$ cat config.mk
export PLATFORM = sky130hd
export DESIGN_NAME = brick_memory
export DESIGN_NICKNAME = d
export VERILOG_FILES = /design/src/rtl/brick_memory.sv
export SDC_FILE = /design/constraint.sdc
export NUM_CORES = 1
export LEC_CHECK = 0
export CORE_MARGIN = 3
export CORE_UTILIZATION = 30
export DETAILED_ROUTE_END_ITERATION = 10
export GPL_TIMING_DRIVEN = 0
export SKIP_CTS_REPAIR_TIMING = 1
export SYNTH_ARGS = -nofsm -noshare
export SYNTH_HDL_FRONTEND = slang
export SYNTH_SLANG_ARGS = --single-unit
$ cat constraint.sdc
create_clock -name clk -period 3.6 [get_ports clk]
set_clock_uncertainty 0.2 [all_clocks]
set_input_delay 1.08 -clock clk [delete_from_list [all_inputs] [get_ports clk]]
set_output_delay 1.08 -clock clk [all_outputs]
set_load 0.01 [all_outputs]
$ cat src/rtl/brick_memory.sv
// Purpose : brick-grid health store with a fill-on-reset init sweep, a registered lookup
//           port, write-only-downwards updates and a 2-entry queue of destroyed bricks.
// Latency : lookups return 1 cycle after memx/memy. Writes land on the same edge and
//           are write-first visible. Erase entries appear the cycle after the destroying write.
// Backpressure: the erase queue holds its head until erase_valid && erase_ack. A push into
//           a full queue is dropped and latches erase_ovf until reset.
//
// Ports:
//   clk, resetn             clock, async active-low reset
//   memx, memy              pixel address for lookup and write
//   game_write, game_health write strobe and new health (accepted only if lower)
//   brickx, bricky, health  registered lookup result (aligned cell origin, cell health)
//   ready                   init sweep finished, lookups valid
//   bricks_left, all_clear  live-cell count, and "ready with nothing left"
//   erase_valid/x/y/ack     destroyed-brick notification queue to the renderer
//   erase_ovf               sticky: an erase notification was lost
module brick_memory #(
  parameter int BRICKX      = 20,
  parameter int BRICKY      = 10,
  parameter int COLS        = 8,
  parameter int ROWS        = 4,
  parameter int INIT_HEALTH = 3
) (
  input  logic       clk,
  input  logic       resetn,
  input  logic [9:0] memx,
  input  logic [9:0] memy,
  input  logic       game_write,
  input  logic [1:0] game_health,
  output logic [9:0] brickx,
  output logic [9:0] bricky,
  output logic [1:0] health,
  output logic       ready,
  output logic [5:0] bricks_left,
  output logic       all_clear,
  output logic       erase_valid,
  output logic [9:0] erase_x,
  output logic [9:0] erase_y,
  input  logic       erase_ack,
  output logic       erase_ovf
);

  localparam int CELLS = ROWS * COLS;
  localparam int IDXW  = (CELLS > 1) ? $clog2(CELLS) : 1;
  localparam logic [9:0] GRID_W = 10'(COLS * BRICKX);
  localparam logic [9:0] GRID_H = 10'(ROWS * BRICKY);
  localparam logic [IDXW-1:0] LAST_IDX = IDXW'(CELLS - 1);

  typedef enum logic {S_INIT, S_RUN} state_t;

  state_t          state_q, state_d;
  logic [IDXW-1:0] init_idx_q, init_idx_d;
  logic [1:0]      cells_q [CELLS];
  logic [1:0]      cells_d [CELLS];
  logic [9:0]      brickx_q, brickx_d;
  logic [9:0]      bricky_q, bricky_d;
  logic [1:0]      health_q, health_d;
  logic [5:0]      bricks_left_q, bricks_left_d;
  // Erase queue: slot 0 is always the head, slot 1 shifts down on a pop.
  logic [1:0]      fifo_cnt_q, fifo_cnt_d;
  logic [9:0]      fx_q [2];
  logic [9:0]      fx_d [2];
  logic [9:0]      fy_q [2];
  logic [9:0]      fy_d [2];
  logic            ovf_q, ovf_d;

  // Address decode (unsigned 10-bit, truncating division by constants).
  logic [9:0]      col_full, row_full;
  logic [9:0]      align_x, align_y;
  logic            in_grid;
  logic [IDXW-1:0] cell_idx;
  logic [1:0]      cur_cell;
  logic            run;
  logic            wr_accept;
  logic            destroy;
  logic            pop;
  logic [1:0]      cnt_after_pop;

  always_comb begin
    col_full = memx / 10'(BRICKX);
    row_full = memy / 10'(BRICKY);
    align_x  = col_full * 10'(BRICKX);
    align_y  = row_full * 10'(BRICKY);
    in_grid  = (memx < GRID_W) && (memy < GRID_H);
    // Index aliases for out-of-grid addresses; every use is gated by in_grid.
    cell_idx = IDXW'(int'(row_full) * COLS + int'(col_full));
    cur_cell = in_grid ? cells_q[cell_idx] : 2'd0;
    run      = (state_q == S_RUN);
    // Health may only go down, so a zero write always hits a live cell.
    wr_accept = run && game_write && in_grid && (game_health < cur_cell);
    destroy   = wr_accept && (game_health == 2'd0);
  end

  always_comb begin
    state_d       = state_q;
    init_idx_d    = init_idx_q;
    cells_d       = cells_q;
    brickx_d      = brickx_q;
    bricky_d      = bricky_q;
    health_d      = health_q;
    bricks_left_d = bricks_left_q;
    fifo_cnt_d    = fifo_cnt_q;
    fx_d          = fx_q;
    fy_d          = fy_q;
    ovf_d         = ovf_q;
    pop           = 1'b0;
    cnt_after_pop = fifo_cnt_q;

    case (state_q)
      S_INIT: begin
        cells_d[init_idx_q] = 2'(INIT_HEALTH);
        if (init_idx_q == LAST_IDX) begin
          state_d       = S_RUN;
          init_idx_d    = '0;
          bricks_left_d = 6'(CELLS);
        end else begin
          init_idx_d = init_idx_q + 1'b1;
        end
      end
      S_RUN: begin
        brickx_d = align_x;
        bricky_d = align_y;
        // Lookup and write share one address, so write-first is just a bypass.
        health_d = wr_accept ? game_health : cur_cell;
        if (wr_accept) begin
          cells_d[cell_idx] = game_health;
        end
        if (destroy && (bricks_left_q != 6'd0)) begin
          bricks_left_d = bricks_left_q - 6'd1;
        end
      end
      default: state_d = S_INIT;
    endcase

    // Erase queue; a same-edge pop frees a slot for the push.
    pop = (fifo_cnt_q != 2'd0) && erase_ack;
    if (pop) begin
      fx_d[0]       = fx_q[1];
      fy_d[0]       = fy_q[1];
      cnt_after_pop = fifo_cnt_q - 2'd1;
    end
    fifo_cnt_d = cnt_after_pop;
    if (destroy) begin
      if (cnt_after_pop < 2'd2) begin
        fx_d[cnt_after_pop[0]] = align_x;
        fy_d[cnt_after_pop[0]] = align_y;
        fifo_cnt_d             = cnt_after_pop + 2'd1;
      end else begin
        ovf_d = 1'b1;
      end
    end
  end

  always_ff @(posedge clk or negedge resetn) begin
    if (!resetn) begin
      state_q       <= S_INIT;
      init_idx_q    <= '0;
      for (int i = 0; i < CELLS; i++) begin
        cells_q[i] <= '0;
      end
      brickx_q      <= '0;
      bricky_q      <= '0;
      health_q      <= '0;
      bricks_left_q <= '0;
      fifo_cnt_q    <= '0;
      fx_q[0]       <= '0;
      fx_q[1]       <= '0;
      fy_q[0]       <= '0;
      fy_q[1]       <= '0;
      ovf_q         <= 1'b0;
    end else begin
      state_q       <= state_d;
      init_idx_q    <= init_idx_d;
      cells_q       <= cells_d;
      brickx_q      <= brickx_d;
      bricky_q      <= bricky_d;
      health_q      <= health_d;
      bricks_left_q <= bricks_left_d;
      fifo_cnt_q    <= fifo_cnt_d;
      fx_q          <= fx_d;
      fy_q          <= fy_d;
      ovf_q         <= ovf_d;
    end
  end

  assign brickx      = brickx_q;
  assign bricky      = bricky_q;
  assign health      = health_q;
  assign ready       = (state_q == S_RUN);
  assign bricks_left = bricks_left_q;
  assign all_clear   = (state_q == S_RUN) && (bricks_left_q == 6'd0);
  assign erase_valid = (fifo_cnt_q != 2'd0);
  assign erase_x     = fx_q[0];
  assign erase_y     = fy_q[0];
  assign erase_ovf   = ovf_q;

endmodule

==> impl_metrics.tcl, run 1 <==
set metrics [dict create \
    htree_levels 4 \
    synth_cell_types 90 \
    finalCritPeriodShare_pct 187.3 \
    placed_area_um2 11850 \
    wire_per_inst_um 19.21 \
    cpMostUsedCell "o21ai_2" \
    syn_to_final_growth_pct 34.00 \
    antennaDiodeCount 0 \
    critical_path_class "input port to flop" \
    placedCellCount 1640 \
    setup_slack_ps -3144 \
    rsz0062_at_grt "true" \
    startpoint_type "input port" \
    p_per_area_nw_per_um2 496.6 \
    gr-total-overflow 0 \
    first_iter_violations 724 \
    core_area_um2 33030 \
    min_delay_path_depth 1 \
    port-buffer-count 66 \
    leakage_nw 5.890 \
    stdcell_count 1751 \
    antenna_found_initial 0 \
    synth_edf_count 0 \
    irDropWorstVdd_uv 261.2 \
    ant_nets 0 \
    synth-main-ff-cell "dfrtp_1" \
    max-clock-path-buffers 2 \
    clock_latency_ps 440 \
    hpwl_um 22910 \
    pwr-share-clk_pct 25.6 \
    critPathMaxFanout 7 \
    timing.rr.start "cells_q[41]" \
    finalPower_mw 6.801 \
    switchingPower_mw 2.589 \
    drtPass1Iterations 8 \
    start_util_pct 30.94 \
    die_area_um2 36320 \
    yosys_warnings 0 \
    drc 0 \
    cp_top_family "simple AND/OR/NAND/NOR gates" \
    synthArstFlopShare_pct 100.0 \
    place_congestion 0.9542 \
    clock.fmax_mhz 148.3 \
    grt_usage_pct 17.23 \
    syn-cell-area_um2 10220 \
    die_y_um 190.6 \
    hp-class "flop to flop" \
    p_int_mw 4.212 \
    die_w_um 190.6 \
    syn_inst 1129 \
    slowest_delay_ps 420 \
    grt_pass1_wl_um 49850 \
    hold_path.startpoint "erase_ovf" \
    tightest_slew_ps 1132 \
    failed_checks "setup timing" \
    slowest_stage "or4_4" \
    crit_buf_inv 5 \
    relSlewSlack_pct 24.24 \
    core.rowCount 66 \
    synth_seq_cells 135 \
    wl_um 33630 \
    crit_path_end_kind "flop" \
    combPwrFrac_pct 41.6 \
    hold_end "erase_ovf" \
    num_vias 9555 \
    vias_per_cell 5.457 \
    hold_violations 0 \
    power_frac_seq_pct 32.8 \
    crit_required_ps 3730 \
    p_sw_share_pct 38.07 \
    status "complete, but fails checks" \
    preCtsSetupSlack_ps -4663 \
    cap_violations 0 \
    stdcell_area_um2 13690 \
    grt_pass1_vias 8833 \
    clock-sinks 135 \
    clk_pin_slew_worst_paths_ps 70 \
    r2r_setup_slack_ps -360 \
    cts_root_buffer "clkbuf_16" \
    timing.rr.end "fx_q[3]" \
    cts_tree "built" \
    setup_viol 123 \
    cts_made_buffers 17 \
    layout.nets 1353 \
    crit_arrival_ps 6870 \
    drive_gt1_share_pct 27.35 \
    maxSlewViolCount 0 \
    yosysSeqAreaShare_pct 33.06 \
    synth.avg_cell_area_um2 9.052 \
    io_pins 78 \
    rr_worst_depth 14 \
    grt_start_max_net_pins 74 \
    finalCriticalPeriod_ps 6744 \
]
==> worst register-to-register path: cells and delay by family (launching register included) <==
kind	cells	cell delay (ps)
mux	3	670
compound gates	3	870
buf+inv	3	450
flops	1	370
fa+ha+maj	1	230
simple gates	4	1070
==> layout by cell type (no fill, tap or decap), types with 9 or more instances in the layout <==
master and instances:
buf_6 41, a211oi_1 25, mux2_4 22, clkbuf_1 39, a21oi_1 20, nand4_1 10, o21ai_0 28, nor2b_1 15
nand2_1 60, nand3_1 27, clkdlybuf4s50_1 54, clkbuf_16 21, a31oi_1 16, dfrtp_1 135, ha_1 22, inv_1 37
mux2_2 24, o22ai_1 23, mux2_1 11, mux2i_1 86, nand2b_1 64, nor3_1 49, nor2_1 98, buf_12 10
buf_4 80, xnor2_2 9, o211ai_1 13
==> flip-flops by register name, summed over array words and instances, names as in the netlist <==
signal	cells
health	2
ready	1
erase_y	10
cells_q	64
erase_ovf	1
init_idx_q	5
fy_q	9
erase_x	10
bricks_left	6
fx_q	8
brickx	8
fifo_cnt_q	2
bricky	9
==> metal layers <==
metal	global-route usage (%)	vias up	share of wire [%]
li1	-	4418	-
met1	22.37	4702	43
met2	29.42	351	48
met3	2.794	84	5.3
met4	5.363	0	3.7
met5	0	-	0
==> layout make-up <==
cell class	instances	area [um2]
Buffer	108	813.3
Clock buffer	18	429.2
Clock inverter	14	138.9
Fill cell	3224	19340
Inverter	47	193.9
Multi-Input combinational cell	839	6739
Sequential cell	135	3378
Tap cell	442	553.0
Timing Repair Buffer	148	1449
==> worst max path at each step <==
| stage | from | end | slack (ps) | cells after the start |
|---|---|---|---|---|
| floorplan | memy[8] | fx_q[2] | -3280 | 29 |
| CTS | memy[6] | cells_q[4] | -4230 | 28 |
| global placement | memy[7] | cells_q[60] | -4640 | 27 |
| detailed placement | memy[6] | cells_q[61] | -4660 | 28 |
| global route | memy[5] | fx_q[3] | -3370 | 29 |
| finish | memy[8] | fx_q[3] | -3140 | 28 |
==> kinds of logic after synthesis <==
family,Yosys count,share of synthesized area (%)
and+or+nand+nor,404,20.97
AOI/OAI and AO/OA,227,16.61
buffers and inverters,157,7.566
adders and majority gates,34,4.236
xor gates and xnor gates,19,1.812
other,1,0.03669
DFF,135,33.06
muxes,152,15.71
==> Yosys cell counts, drive strengths merged (5+ instances only) <==
| master | count | area, um2 |
|---|---|---|
| a211oi | 29 | 227.7 |
| dfrtp | 135 | 3378 |
| xnor2 | 18 | 176.4 |
| nor2 | 98 | 367.9 |
| o211ai | 14 | 110.1 |
| clkbuf | 48 | 180.2 |
| a311oi | 8 | 70.07 |
| a311o | 5 | 50.05 |
| o21ai | 39 | 195.2 |
| buf | 62 | 409.2 |
| and2 | 6 | 40.04 |
| or2 | 5 | 31.28 |
| and3 | 10 | 62.56 |
| or3 | 5 | 31.28 |
| nor4b | 5 | 50.04 |
| nand4 | 10 | 62.56 |
| o22ai | 23 | 143.9 |
| a21oi | 29 | 148.9 |
| nor3 | 56 | 310.3 |
| o31ai | 6 | 58.81 |
| a221oi | 5 | 43.79 |
| mux2 | 57 | 641.9 |
| nand2 | 66 | 247.7 |
| nand3 | 27 | 135.1 |
| nand2b | 66 | 412.9 |
| ha | 29 | 362.9 |
| mux2i | 94 | 940.9 |
| nor2b | 17 | 106.4 |
| a22oi | 5 | 37.54 |
| a31oi | 17 | 106.4 |
| nor3b | 10 | 75.07 |
| a31o | 7 | 61.31 |
| inv | 46 | 175.2 |
==> metrics by stage <==
step	hold slack, ps	util [%]	setup TNS (ps)
finish	281.6	41.46	-331920
global route	306.1	41.46	-357820
CTS	278.6	37.60	-465130
detailed placement	263.4	35.88	-521480
global placement	257.4	35.80	-1125700
floorplan	274.9	-	-334030
==> power by group through the flow <==
stage | Clock, mW | Sequential (mW) | Combinational [mW]
finish | 1.74 | 2.23 | 2.83
global route | 1.82 | 2.27 | 3.10
CTS | 1.75 | 2.22 | 2.56
detailed placement | 0 | 2.24 | 2.54
global placement | 0 | 2.22 | 2.48
floorplan | 0 | 2.17 | 1.83
Note: power is estimated with default switching activity, not from simulation.
==> run 2: changes to the inputs <==
--- a/config.mk
+++ b/config.mk
@@ -8,6 +8,8 @@
 export CORE_MARGIN = 3
 export CORE_UTILIZATION = 30
+export CTS_CLUSTER_DIAMETER = 30
 export DETAILED_ROUTE_END_ITERATION = 10
 export GPL_TIMING_DRIVEN = 0
+export REMOVE_ABC_BUFFERS = 1
 export SKIP_CTS_REPAIR_TIMING = 1
 export SYNTH_ARGS = -nofsm -noshare
==> constraint.sdc (replaced) <==
create_clock -name clk -period 3.6 [get_ports clk]
set_clock_uncertainty 0.2 [all_clocks]
set_input_delay 0.54 -clock clk [delete_from_list [all_inputs] [get_ports clk]]
set_output_delay 0.54 -clock clk [all_outputs]
set_load 0.01 [all_outputs]
==> run 2 against run 1 <==
Net effect:
- the run still ends with setup timing left
- combinational power down 3%
- core utilization is 1.7 points lower
- routed wire length fell by 11%
- clock power rose by 5%
- via count shrank 5.7%
- critical path depth did not move
- cell count down 4.6%
==> impl_metrics.tcl, run 2 (synthesized netlist as in run 1, its figures left out) <==
set metrics [dict create \
    clock.fmax_mhz 162.3 \
    first_iter_violations 839 \
    drtPass1Iterations 5 \
    clock-sinks 135 \
    power_frac_seq_pct 32.6 \
    cts_made_buffers 17 \
    critPathMaxFanout 7 \
    start_util_pct 30.94 \
    cts_root_buffer "clkbuf_16" \
    cap_violations 0 \
    antenna_found_initial 0 \
    crit_arrival_ps 6280 \
    max-clock-path-buffers 2 \
    syn_to_final_growth_pct 28.50 \
    startpoint_type "input port" \
    clock_latency_ps 440 \
    switchingPower_mw 2.457 \
    final_common_cell "dfrtp_1" \
    crit_start "memy[7]" \
    gr-total-overflow 0 \
    rsz0062_at_grt "true" \
    setup_slack_ps -2562 \
    vias_per_cell 5.393 \
    timing.rr.start "cells_q[41]" \
    failed_checks "setup timing" \
    antennaDiodeCount 0 \
    drc 0 \
    pwr-share-clk_pct 26.9 \
    p_int_mw 4.317 \
    drive_gt1_share_pct 24.33 \
    status "complete, but fails checks" \
    largest_reg_flops 64 \
    cts_tree "built" \
    core_area_um2 33030 \
    rr_worst_depth 13 \
    leakage_nw 5.550 \
    irDropWorstVdd_uv 408.8 \
    hpwl_um 18910 \
    hp-class "flop to flop" \
    finalCritPeriodShare_pct 171.2 \
    tightest_slew_ps 1310 \
    hold_path.startpoint "fx_q[4]" \
    r2r_setup_slack_ps -220 \
    fin_hold_ws_ps 288.1 \
    min_delay_path_depth 1 \
    core.rowCount 66 \
    hold_violations 0 \
    hold_end "fx_q[4]" \
    maxSlewViolCount 0 \
    crit_path_end_kind "flop" \
    wl_um 29870 \
    layout.nets 1273 \
    wire_per_inst_um 17.88 \
    timing.rr.end "fx_q[5]" \
    die_y_um 190.6 \
    max_flop_register "cells_q" \
    p_per_area_nw_per_um2 515.8 \
    grt_pass1_wl_um 45450 \
    die_w_um 190.6 \
    htree_levels 4 \
    layout_common_cells "dfrtp_1, nor2_1, mux2i_1" \
    finalCriticalPeriod_ps 6162 \
    combPwrFrac_pct 40.5 \
    relSlewSlack_pct 12.33 \
    io_pins 78 \
    critical_path_class "input port to flop" \
    num_vias 9012 \
    p_sw_share_pct 36.27 \
    port-buffer-count 71 \
    grt_start_max_net_pins 85 \
    ant_nets 0 \
    grt_usage_pct 15.49 \
    preCtsSetupSlack_ps -6143 \
    setup_viol 118 \
    place_congestion 0.8489 \
    grt_pass1_vias 8321 \
    clk_pin_slew_worst_paths_ps 60 \
    crit_required_ps 3720 \
    die_area_um2 36320 \
]
## run 2: worst max-delay path: stages
cell and delay, ps:
buf_12 110, or3b_4 410, o32ai_4 110, a21oi_2 60, and2_4 190, maj3_2 320, o21ai_2 180, nand2_2 100
a32oi_1 200, o31ai_1 110, o21ai_2 220, inv_2 90, ha_4 260, inv_2 80, or2_4 150, nor2b_1 50
mux2_4 320, a22o_4 280, a211oi_2 180, nand4_1 190, ha_2 250, or4_4 460, or2_4 290, o31ai_4 210
buf_6 170, and3b_4 280, clkbuf_16 170, mux2_4 290
## run 2: per-layer routing
metal	vias to the layer above	part of all wire [%]	global-route usage (%)	wire (um)
li1	4272	-	-	-
met1	4420	46	21.35	13620
met2	278	47	24.40	14070
met3	42	5.5	3.235	1641
met4	0	1.8	4.826	548
met5	-	0	0	0
## run 2: power groups by stage
stage,Sequential (mW),Combinational (mW),Clock (mW)
floorplan,2.17,1.63,0
global placement,2.20,2.26,0
detailed placement,2.22,2.35,0
CTS,2.19,2.36,1.85
global route,2.26,3.05,1.92
finish,2.21,2.75,1.82
## run 2: stage by stage
stage,power [mW],instance area (um2),TNS (ps),instances,util (%)
after floorplan,3.801,9638,-383350,1021,-
after CTS,6.404,11690,-594300,1575,35.38
final,6.774,13130,-264670,1671,39.76
after detailed placement,4.562,11090,-646930,1543,33.56
after global placement,4.462,10900,-1230550,1534,33.00
after global routing,7.227,13130,-282250,1671,39.76
## run 2: worst max-delay path by stage
stage | to | depth (start not counted) | slack (ps)
floorplan | erase_x[6] | 24 | -3760
global placement | cells_q[1] | 26 | -6200
detailed placement | erase_y[6] | 25 | -6140
CTS | erase_x[5] | 25 | -5760
global route | fx_q[5] | 27 | -2690
finish | fx_q[5] | 28 | -2560
## run 2: area by class of cell
type,instances,area (um2)
repair buffers,174,1795
multi-input cells,841,6606
well taps,442,553.0
clock inverters,15,175.2
inverters,47,195.2
fillers,3207,19900
flip-flops and latches,135,3382
clock buffers,17,425.4
==> run 3: changes to the inputs <==
CTS_CLUSTER_DIAMETER = unset   (was 30)
==> results of run 3 <==
Final layout, timing and power as in run 2 (identical DEF).
